### src/rtl/gpio_evt_pkg.sv
// Shared definitions for the GPIO input-event block: register offsets,
// reset constants and the APB offset decoder.
package gpio_evt_pkg;

    localparam int unsigned APB_AW = 16;
    localparam int unsigned APB_DW = 32;

    localparam logic [APB_AW-1:0] ADDR_LEVEL    = 16'h0000;
    localparam logic [APB_AW-1:0] ADDR_RISE_EN  = 16'h0004;
    localparam logic [APB_AW-1:0] ADDR_FALL_EN  = 16'h0008;
    localparam logic [APB_AW-1:0] ADDR_STATUS   = 16'h000C;
    localparam logic [APB_AW-1:0] ADDR_DEBOUNCE = 16'h0010;

    localparam logic [APB_DW-1:0] RST_REG = 32'h0000_0000;

    typedef enum logic [2:0] {
        SEL_LEVEL,
        SEL_RISE_EN,
        SEL_FALL_EN,
        SEL_STATUS,
        SEL_DEBOUNCE,
        SEL_NONE
    } reg_sel_e;

    function automatic reg_sel_e decode_addr(input logic [APB_AW-1:0] addr);
        reg_sel_e sel;
        case (addr)
            ADDR_LEVEL:    sel = SEL_LEVEL;
            ADDR_RISE_EN:  sel = SEL_RISE_EN;
            ADDR_FALL_EN:  sel = SEL_FALL_EN;
            ADDR_STATUS:   sel = SEL_STATUS;
            ADDR_DEBOUNCE: sel = SEL_DEBOUNCE;
            default:       sel = SEL_NONE;
        endcase
        return sel;
    endfunction

endpackage

### src/rtl/gpio_evt_filter.sv
// Per-pad synchroniser and tick-sampled debouncer; flags a rise or fall on
// the tick where the stable level changes.
module gpio_evt_filter (
    input  logic clk,
    input  logic rst,
    input  logic i_tick,
    input  logic i_pad,
    output logic o_level,
    output logic o_rise_c,
    output logic o_fall_c
);

    logic r_meta;
    logic r_sync;
    logic r_s0;
    logic r_stable;
    logic w_settled;

    // New level confirmed when two consecutive tick samples agree
    assign w_settled = i_tick & (r_s0 == r_sync) & (r_s0 != r_stable);

    always_ff @(posedge clk or posedge rst) begin
        if (rst) begin
            r_meta   <= 1'b0;
            r_sync   <= 1'b0;
            r_s0     <= 1'b0;
            r_stable <= 1'b0;
        end else begin
            r_meta <= i_pad;
            r_sync <= r_meta;
            if (i_tick) begin
                r_s0 <= r_sync;
                if (w_settled) begin
                    r_stable <= r_s0;
                end
            end
        end
    end

    assign o_level  = r_stable;
    assign o_rise_c = w_settled & r_s0;
    assign o_fall_c = w_settled & ~r_s0;

endmodule

### src/rtl/gpio_evt.sv
// GPIO input-event block: debounce prescaler, APB register file, sticky
// edge status and the level interrupt.
module gpio_evt
    import gpio_evt_pkg::*;
#(
    parameter int unsigned N_PADS     = 23,
    parameter int unsigned W_DEBOUNCE = 8
) (
    input  logic                  clk,
    input  logic                  rst,
    input  logic                  apbs_psel,
    input  logic                  apbs_penable,
    input  logic                  apbs_pwrite,
    input  logic [APB_AW-1:0]     apbs_paddr,
    input  logic [APB_DW-1:0]     apbs_pwdata,
    output logic [APB_DW-1:0]     apbs_prdata,
    output logic                  apbs_pready,
    output logic                  apbs_pslverr,
    input  logic [N_PADS-1:0]     padin,
    output logic [N_PADS-1:0]     level,
    output logic                  irq
);

    logic [W_DEBOUNCE-1:0] r_debounce;
    logic [W_DEBOUNCE-1:0] r_cnt;
    logic [N_PADS-1:0]     r_rise_en;
    logic [N_PADS-1:0]     r_fall_en;
    logic [N_PADS-1:0]     r_status;

    logic                  w_tick;
    logic                  w_access;
    logic                  w_write;
    reg_sel_e              w_sel;
    logic [N_PADS-1:0]     w_level;
    logic [N_PADS-1:0]     w_rise;
    logic [N_PADS-1:0]     w_fall;
    logic [N_PADS-1:0]     w_set;
    logic [N_PADS-1:0]     w_clr;
    logic                  w_unused;

    assign w_access = apbs_psel & apbs_penable;
    assign w_write  = w_access & apbs_pwrite;
    assign w_sel    = decode_addr(apbs_paddr);
    assign w_tick   = (r_cnt == r_debounce);
    assign w_unused = ^apbs_pwdata;

    for (genvar g = 0; g < N_PADS; g++) begin : g_pad
        gpio_evt_filter u_filter (
            .clk      (clk),
            .rst      (rst),
            .i_tick   (w_tick),
            .i_pad    (padin[g]),
            .o_level  (w_level[g]),
            .o_rise_c (w_rise[g]),
            .o_fall_c (w_fall[g])
        );
    end

    // Hardware set takes priority over a same-cycle software clear
    assign w_set = (w_rise & r_rise_en) | (w_fall & r_fall_en);
    assign w_clr = (w_write && (w_sel == SEL_STATUS)) ? apbs_pwdata[N_PADS-1:0] : '0;

    always_ff @(posedge clk or posedge rst) begin
        if (rst) begin
            r_debounce <= W_DEBOUNCE'(RST_REG);
            r_cnt      <= W_DEBOUNCE'(RST_REG);
            r_rise_en  <= N_PADS'(RST_REG);
            r_fall_en  <= N_PADS'(RST_REG);
            r_status   <= N_PADS'(RST_REG);
        end else begin
            if (w_write && (w_sel == SEL_DEBOUNCE)) begin
                r_debounce <= apbs_pwdata[W_DEBOUNCE-1:0];
                r_cnt      <= '0;
            end else if (w_tick) begin
                r_cnt <= '0;
            end else begin
                r_cnt <= r_cnt + W_DEBOUNCE'(1);
            end
            if (w_write && (w_sel == SEL_RISE_EN)) begin
                r_rise_en <= apbs_pwdata[N_PADS-1:0];
            end
            if (w_write && (w_sel == SEL_FALL_EN)) begin
                r_fall_en <= apbs_pwdata[N_PADS-1:0];
            end
            r_status <= (r_status & ~w_clr) | w_set;
        end
    end

    // Read data is only driven during the access phase
    always_comb begin
        apbs_prdata = '0;
        if (w_access) begin
            case (w_sel)
                SEL_LEVEL:    apbs_prdata = APB_DW'(w_level);
                SEL_RISE_EN:  apbs_prdata = APB_DW'(r_rise_en);
                SEL_FALL_EN:  apbs_prdata = APB_DW'(r_fall_en);
                SEL_STATUS:   apbs_prdata = APB_DW'(r_status);
                SEL_DEBOUNCE: apbs_prdata = APB_DW'(r_debounce);
                default:      apbs_prdata = '0;
            endcase
        end
    end

    assign apbs_pready  = 1'b1;
    assign apbs_pslverr = w_access & (w_sel == SEL_NONE);
    assign level        = w_level;
    assign irq          = |r_status;

endmodule
### config.mk
export PLATFORM = sky130hd
export DESIGN_NAME = gpio_evt
export DESIGN_NICKNAME = d
export VERILOG_FILES = /design/src/rtl/gpio_evt_pkg.sv /design/src/rtl/gpio_evt_filter.sv /design/src/rtl/gpio_evt.sv
export SDC_FILE = /design/constraint.sdc
export NUM_CORES = 1
export LEC_CHECK = 0
export BUFFER_PORTS_ARGS = -buffer_cell sky130_fd_sc_hd__buf_2
export CELL_PAD_IN_SITES_DETAIL_PLACEMENT = 0
export CELL_PAD_IN_SITES_GLOBAL_PLACEMENT = 1
export CORE_MARGIN = 5
export CORE_UTILIZATION = 44
export DETAILED_ROUTE_END_ITERATION = 8
export PLACE_DENSITY_LB_ADDON = 0.05
export SLEW_MARGIN = 20
export SYNTH_ARGS = -nofsm -noshare
export SYNTH_HDL_FRONTEND = slang
export SYNTH_HIERARCHICAL = 1
export SYNTH_SLANG_ARGS = --single-unit
### constraint.sdc
create_clock -name clk -period 5.42 [get_ports clk]
set_input_delay 0.542 -clock clk [delete_from_list [all_inputs] [get_ports clk]]
set_output_delay 0.542 -clock clk [all_outputs]
set_load 0.05 [all_outputs]
==> run metrics, run 1 <==
outcome completed; Least-Margin Pin Slew 930 ps; initial antenna violation count 0; Fin. Hold Viols 0; Die Y 148 um; fmax 0.244 GHz; Async S/R FF share, synth 100%; Setup crit start kind primary input; synthesized area per cell 10.6 um^2; Synth top area share 52.6%; CTS Sinks 177; Final period util 75.6%; gr ovfl total 0; share of cells above drive strength 1 27.5%; GR peak layer met2; htree depth 4; Max IR drop VDD 197 uV; Clock Tree Root clkbuf_16; cts repair resizes 0; post-layout minimum cycle time 4100 ps; die area 0.0220 mm^2; RD Place Congestion 0.836; leading area contributor after synthesis dfrtp_1; met3 Track Usage GR 3.75%; Max FO, Critical Path 23; CTS tree yes; Max Cap Viol 0; wire length per cell 20.0 um; Setup Buffers After CTS 0; GRT Util Overall 21.8%; largest net degree at the start of global routing 67; Cell Area, Synth 0.00842 mm^2; num rows 50; vias per cell 5.68; Area growth, synth to finish 16.5%; vias in the first global route 6915; ys flop type dfrtp_1; cts hold-fix bufs 0; Critical Path RT 4880 ps; footprint of the multi-input gates 0.00355 mm^2; Syn. warnings 6; Critical Path End Type output pin; worst path arrival time 3560 ps; Yosys reg bits 177; detailed placement HPWL 16000 um; drt drc 0; final setup vio count 0; Fin Setup TNS 0 ps; Num CTS Buffers 17; Leakage 4.51 nW; Max clock buf depth 2; Place WS 1330 ps; core area 0.0188 mm^2; # fillers 1687; first-pass GRT wire length 37600 um; final-stage net count 983; Worst Skew 12.4 ps; Reg area 0.00443 mm^2; worst min-delay path category primary input to flip-flop; GRT met2 Usage 37.0%; n_diodes 0; clock latency on the worst-skew pair 440 ps; most common cell after layout, fill and taps aside dfrtp_1; Top Ports 134; P per Cell Area 293 mW/mm^2; die width 148 um; Setup WS post-layout 1320 ps; number of distinct library cells after synthesis 43; unrepaired setup endpoints after global routing false; Cells after Synth 794; GR Util met1 28.6%; first drt pass iteration count 5; routed via count 6553; Port Buffers 114; Area contributors post-synth dfrtp_1 (53%), mux2_2 (7.2%), nand3_1 (3.4%); Post-synth EDFFs 0; post-synthesis sequential area ratio 52.6%; Slew Limit Fails 0; Util after Layout 52.2%; routed wire length 23000 um; most frequent cells in the layout dfrtp_1 (177), buf_2 (114), inv_1 (70); Slew HR 37.9%; DRT iter0 DRCs 384; Antenna Nets Post-Route 0; Starting Density 44.8%; CTS clk-pin slew, worst paths 70 ps; Setup CP Type primary input to output pin
[area by class of cell]
class | instances | area share [%]
flip-flops and latches | 177 | 45.2
multi-input cells | 509 | 36.2
clock buffers | 19 | 4.52
clock inverters | 13 | 1.31
repair buffers | 130 | 7.04
well taps | 234 | 2.99
inverters | 71 | 2.73
[cells in the mapped netlist (2+ instances only)]
library cell and instances:
a41oi_1 8, nor4_1 6, and4_1 16, nor3_1 34, inv_1 71, a21oi_1 24, a22oi_1 23, o22ai_1 23
conb_1 2, xor2_1 2, a21boi_0 8, or4_1 2, buf_6 5, o21ai_0 24, nor2b_2 23, nand4_1 3
buf_4 10, mux2_2 54, nand3_1 58, clkbuf_1 26, xnor2_1 12, nor3_4 2, o31a_1 15, nor2_1 5
nand2_1 27, nor2b_1 23, o211ai_1 23, nor4_2 2, and3_1 33, dfrtp_1 177, a31oi_1 39, buf_2 3
[final timing paths]
kind / depth (start not counted) / startpoint / to / slack [ps]
max: 8 / apbs_paddr[13] / apbs_prdata[12] / 1320
min: 1 / padin[16] / g_pad[16].u_filter/r_meta / 210
max reg2reg: 9 / r_cnt[4] / r_status[20] / 2390
min reg2reg: 0 / g_pad[17].u_filter/r_meta / g_pad[17].u_filter/r_sync / 350
max in group asynchronous: 3 / rst / r_status[12] / 3800
min in group asynchronous: 2 / rst / g_pad[8].u_filter/r_meta / 310
[cells by family after synthesis]
family / share of synthesized area (%)
compound gates: 14.8
xor+xnor: 1.46
fa+ha+maj: 0.149
buf+inv: 6.11
flops: 52.6
mux: 7.23
other cells: 0.0892
simple gates: 17.6
[state kept, by name, summed over array words and instances, names as in the netlist]
name / count
g_pad.u_filter/r_s0: 23
r_cnt: 8
g_pad.u_filter/r_meta: 23
r_status: 23
g_pad.u_filter/r_sync: 23
r_rise_en: 23
r_debounce: 8
r_fall_en: 23
g_pad.u_filter/o_level: 23
[layer usage]
metal  up-vias  wire, um
met2       174     11400
met1      3250     10200
met5         -         0
li1       3107         -
met4         0       280
met3        22      1120
[metrics by stage]
stage | instances | hold WS [ps] | total power, mW | area [um^2]
floorplan | 802 | 308 | 1.61 | 8450
global placement | 1121 | 334 | 1.70 | 9230
detailed placement | 1121 | 335 | 1.71 | 9230
CTS | 1153 | 190 | 2.92 | 9800
global route | 1153 | 182 | 3.00 | 9800
finish | 1153 | 205 | 2.88 | 9800
[power by group]
group	switching [mW]	internal (mW)	total (mW)
clock	0.539	0.652	1.19
combinational	0.206	0.0718	0.278
sequential	0.0419	1.37	1.41
total	0.787	2.09	2.88
[worst max-delay path: stages]
cell and delay (ps):
buf_2 110, or4_1 890, nor4_4 730, buf_4 330
nand4_1 110, buf_4 250, a31oi_1 250, buf_2 310
No activity file was read; power rests on OpenSTA's default activity.
==> run 2: changes to the inputs <==
- CORE_UTILIZATION: 44 -> 40
- clock period: 5.42 -> 3.3 ns (I/O delays scaled with it)
==> run metrics, run 2 (synthesis results as in run 1) <==
Fin Setup TNS 0 ps; clock latency on the worst-skew pair 430 ps; share of cells above drive strength 1 27.9%; Clock Tree Root clkbuf_16; Starting Density 40.3%; hold path depth 1; placed instance area 0.00941 mm^2; Slew Limit Fails 0; hold slack 30.2 ps; Port Buffers 114; core area 0.0209 mm^2; Antenna Nets Post-Route 0; largest net degree at the start of global routing 53; Die Y 155 um; Util after Layout 48.8%; worst min-delay path category primary input to flip-flop; vias in the first global route 7088; DRT iter0 DRCs 333; Max clock buf depth 2; wire length per cell 19.2 um; Worst Skew 9.86 ps; Setup WS post-layout 470 ps; Place WS 479 ps; routed via count 6752; GRT Util Overall 20.3%; Num CTS Buffers 17; Setup crit start kind primary input; die area 0.0240 mm^2; n_diodes 0; initial antenna violation count 0; Fin. Hold Viols 0; Max IR drop VDD 347 uV; post-layout minimum cycle time 2830 ps; Setup CP Type primary input to output pin; RD Place Congestion 0.813; Post-Layout Cell Count 1230; final-stage net count 1019; Top Ports 134; P per Cell Area 465 mW/mm^2; final setup vio count 0; Critical Path End Type output pin; most common cell after layout, fill and taps aside dfrtp_1; CTS Sinks 177; Final Power 4.74 mW; Area growth, synth to finish 21.1%; num rows 53; placed cells 1176; final instance area 0.0102 mm^2; first-pass GRT wire length 38400 um; worst path arrival time 2500 ps; Critical Path RT 2970 ps; vias per cell 5.49; routed wire length 23600 um; CTS tree yes; fmax 0.353 GHz; outcome completed; Max Cap Viol 0; drt drc 0; Final period util 85.7%; detailed placement HPWL 16700 um; most frequent cells in the layout dfrtp_1 (177), buf_2 (114), inv_1 (70); worst-case reg-to-reg path depth 9; CTS clk-pin slew, worst paths 60 ps; htree depth 4; # fillers 1987; gr ovfl total 0; die width 155 um; Least-Margin Pin Slew 742 ps; Max FO, Critical Path 34; cts repair resizes 0; first drt pass iteration count 5; unrepaired setup endpoints after global routing false; Leakage 4.67 nW; Slew HR 50.5%
-- run 2: changes by cell type in the layout (fill, tap and decap cells not counted) --
| cell | delta |
|---|---|
| buf_12 | +2 |
| clkbuf_8 | -1 |
| clkbuf_1 | +1 |
| clkinv_4 | -4 |
| buf_4 | +12 |
| dlygate4sd3_1 | +22 |
| clkinvlp_4 | +3 |
| inv_8 | +1 |
-- run 2: critical path, cell delays in order --
cell,delay (ps)
buf_2,110
or4_1,710
nor3_4,190
buf_4,400
nand3_1,150
a41oi_1,280
buf_2,310
-- run 2: repair_timing --
action	CTS	global route
endpoints found under the setup margin	0	0
hold buffers	22	0
hold endpoints to repair	22	0
buffers inserted	0	0
-- run 2: final timing paths --
path	start	to	slack, ps
hold / removal	padin[0]	g_pad[0].u_filter/r_meta	30
setup / recovery	apbs_paddr[13]	apbs_prdata[3]	470
hold reg to reg	g_pad[19].u_filter/r_meta	g_pad[19].u_filter/r_sync	350
setup reg to reg	r_cnt[5]	r_status[5]	1010
max in group asynchronous	rst	r_fall_en[3]	2300
min in group asynchronous	rst	g_pad[22].u_filter/r_meta	60
-- run 2: layout make-up --
cell class	count	area (um^2)	share of cell area, %
Sequential cell	177	4430	43.4
Multi-Input combinational cell	509	3550	34.8
Timing Repair Buffer	166	1040	10.2
Clock buffer	19	433	4.25
Tap cell	275	344	3.38
Inverter	71	268	2.63
Clock inverter	13	128	1.25
-- run 2: layer usage --
| metal | global-route usage [%] | wire [um] |
|---|---|---|
| met5 | 0 | 0 |
| met3 | 5.09 | 1200 |
| met2 | 33.6 | 11600 |
| met4 | 5.21 | 272 |
| met1 | 26.8 | 10500 |
-- run 2: where the power goes --
| group | internal, mW | leakage, nW | switching, mW | total (mW) |
|---|---|---|---|---|
| registers | 2.24 | 2.13 | 0.0682 | 2.31 |
| logic | 0.142 | 2.28 | 0.344 | 0.487 |
| clock network | 1.05 | 0.259 | 0.895 | 1.95 |
==> run 3: changes to the inputs <==
- ABC_AREA: not set -> 1
- CORE_UTILIZATION: 40 -> 38
- GPL_ROUTABILITY_DRIVEN: not set -> 0
==> run metrics, run 3 <==
outcome completed; worst min-delay path category primary input to flip-flop; P per Cell Area 492 mW/mm^2; gr ovfl total 0; Yosys reg bits 177; Clock Tree Root clkbuf_16; number of distinct library cells after synthesis 35; CTS Sinks 177; routed via count 6921; first drt pass iteration count 5; Area growth, synth to finish 19.6%; Fin. Hold Viols 0; ys flop type dfrtp_1; Reg2Reg Setup Slack 980 ps; Place WS 740 ps; Leakage 5.40 nW; Hold EP g_pad[7].u_filter/r_meta; Max IR drop VDD 289 uV; routed wire length 22400 um; Antenna Nets Post-Route 0; Final period util 77.1%; Setup CP Type primary input to output pin; die area 0.0250 mm^2; post-synthesis sequential area ratio 53.2%; drt drc 0; Area contributors post-synth dfrtp_1 (53%), nand2_1 (13%), inv_1 (7.9%); Slew HR 50.9%; Starting Density 38.4%; Commonest cells post-synth nand2_1 (294), dfrtp_1 (177), inv_1 (176), nor2_1 (89), o21ai_1 (63); share of cells above drive strength 1 16.1%; Max Cap Viol 0; Async S/R FF share, synth 100%; CTS tree yes; core area 0.0217 mm^2; Syn. warnings 6; post-layout minimum cycle time 2540 ps; vias per cell 4.69; Sw Share 30.3%; Least-Margin Pin Slew 729 ps; count leader, synth nand2_1; initial antenna violation count 0; worst path arrival time 2210 ps; sequential share of power 48.0%; worst-case reg-to-reg path depth 9; Slowest-stage cell, CP nor2_4; hold path depth 1; Util after Layout 45.9%; final setup vio count 0; CP max stage delay 260 ps; htree depth 4; Port Buffers 114; sw power 1.49 mW; leading area contributor after synthesis dfrtp_1; DRT iter0 DRCs 297; Critical Path RT 2970 ps; Die Y 158 um; die width 158 um; GRT Util Overall 18.7%; Setup crit start kind primary input; Critical Path End Type output pin; Worst Skew 10.5 ps; Max FO, Critical Path 8; Num CTS Buffers 17; Clk network pwr share 39.8%; fmax 0.393 GHz; Synth top area share 53.2%; # fillers 2255; num rows 54; Fin Setup TNS 0 ps; most common cell after layout, fill and taps aside nand2_1; most frequent cells in the layout nand2_1 (294), dfrtp_1 (177), inv_1 (174); vias in the first global route 6802; n_diodes 0; largest net degree at the start of global routing 66; final instance area 0.00996 mm^2; Max clock buf depth 2; Post-synth EDFFs 0; Slew Limit Fails 0; min-delay src padin[7]; final-stage net count 1261; Pint 3.42 mW; Setup Buffers After CTS 0; cts repair resizes 0; combinational power share 12.1%; CP Cell Sequence buf_2 -> nor2_4 -> nand2_1 -> nor2_4 -> nand2_1 -> nand3_2 -> nand2_1 -> inv_2 -> buf_4 -> nand2_1 -> inv_1 -> buf_2; detailed placement HPWL 15900 um; most frequent CP cell nand2_1; CTS clk-pin slew, worst paths 70 ps; unrepaired setup endpoints after global routing false; Cell Area, Synth 0.00833 mm^2; Worst R2R End r_status[0]; Top Ports 134; hold slack 18.0 ps; wire length per cell 15.2 um; first-pass GRT wire length 36300 um; synthesized area per cell 7.98 um^2; Setup WS post-layout 756 ps; placed instance area 0.00923 mm^2; reg2reg start r_debounce[0]; clock latency on the worst-skew pair 430 ps; Cells after Synth 1043
[run 3: cell count changes after synthesis, sizes merged, moves of 24 or more]
cell / before / now
a31oi: 39 / 1
and3: 33 / 0
clkbuf: 26 / 2
inv: 71 / 183
mux2: 54 / 0
nand2: 27 / 297
nand4: 3 / 48
nor2: 5 / 97
nor2b: 46 / 0
nor3: 37 / 3
o21ai: 24 / 102
[run 3: critical path, delay by kind of cell]
family                 cells  cell delay [ps]
buffers and inverters      5              870
and+or+nand+nor            7             1000
[run 3: timing repair]
action,CTS,global route
hold endpoints to repair,15,1
hold buffers,15,1
endpoints found under the setup margin,0,0
[run 3: worst max-delay path by stage]
stage,slack [ps],end,depth (start not counted),startpoint
6_report,760,apbs_prdata[0],12,apbs_paddr[1]
3_3_place_gp,730,apbs_prdata[0],12,apbs_paddr[1]
4_1_cts,730,apbs_prdata[0],12,apbs_paddr[1]
3_5_place_dp,740,apbs_prdata[0],12,apbs_paddr[1]
5_1_grt,580,apbs_prdata[1],13,apbs_paddr[7]
2_1_floorplan,640,r_status[0],8,r_debounce[0]
[run 3: power groups by stage]
| stage | clock [mW] | combinational [mW] | sequential (mW) |
|---|---|---|---|
| 2_1_floorplan | 0 | 0.232 | 2.57 |
| 3_3_place_gp | 0 | 0.588 | 2.40 |
| 3_5_place_dp | 0 | 0.589 | 2.40 |
| 4_1_cts | 2.01 | 0.606 | 2.36 |
| 5_1_grt | 2.11 | 0.663 | 2.37 |
| 6_report | 1.95 | 0.595 | 2.35 |
[run 3: per-stage QoR]
step | power [mW] | std cells
2_1_floorplan | 2.80 | 1051
3_3_place_gp | 2.99 | 1429
3_5_place_dp | 2.99 | 1429
4_1_cts | 4.97 | 1475
5_1_grt | 5.14 | 1476
6_report | 4.90 | 1476
[run 3: layout make-up]
class | count | area, um^2 | share of cell area, %
multi-input combinational | 656 | 3010 | 30.2
inverter | 184 | 693 | 6.96
clock buffer | 17 | 425 | 4.27
tap | 280 | 350 | 3.52
clock inverter | 14 | 149 | 1.49
sequential | 177 | 4430 | 44.5
timing repair buffer | 148 | 903 | 9.07
[run 3: metal layers]
metal,wire (um),GRT usage [%],vias to the layer above
li1,-,-,3534
met1,11300,27.7,3236
met2,10000,29.2,139
met3,958,3.64,12
met4,148,3.17,0
met5,0,0,-
[run 3: kinds of logic after synthesis]
group                    Yosys count  synth area share [%]
flip-flops                       177                  53.2
adder cells (fa/ha/maj)            1                 0.150
AO/OA/AOI/OAI                    120                  7.77
buffers and inverters            218                  11.0
other                              2                0.0902
XOR/XNOR                           7                 0.736
AND/OR/NAND/NOR                  518                  27.0
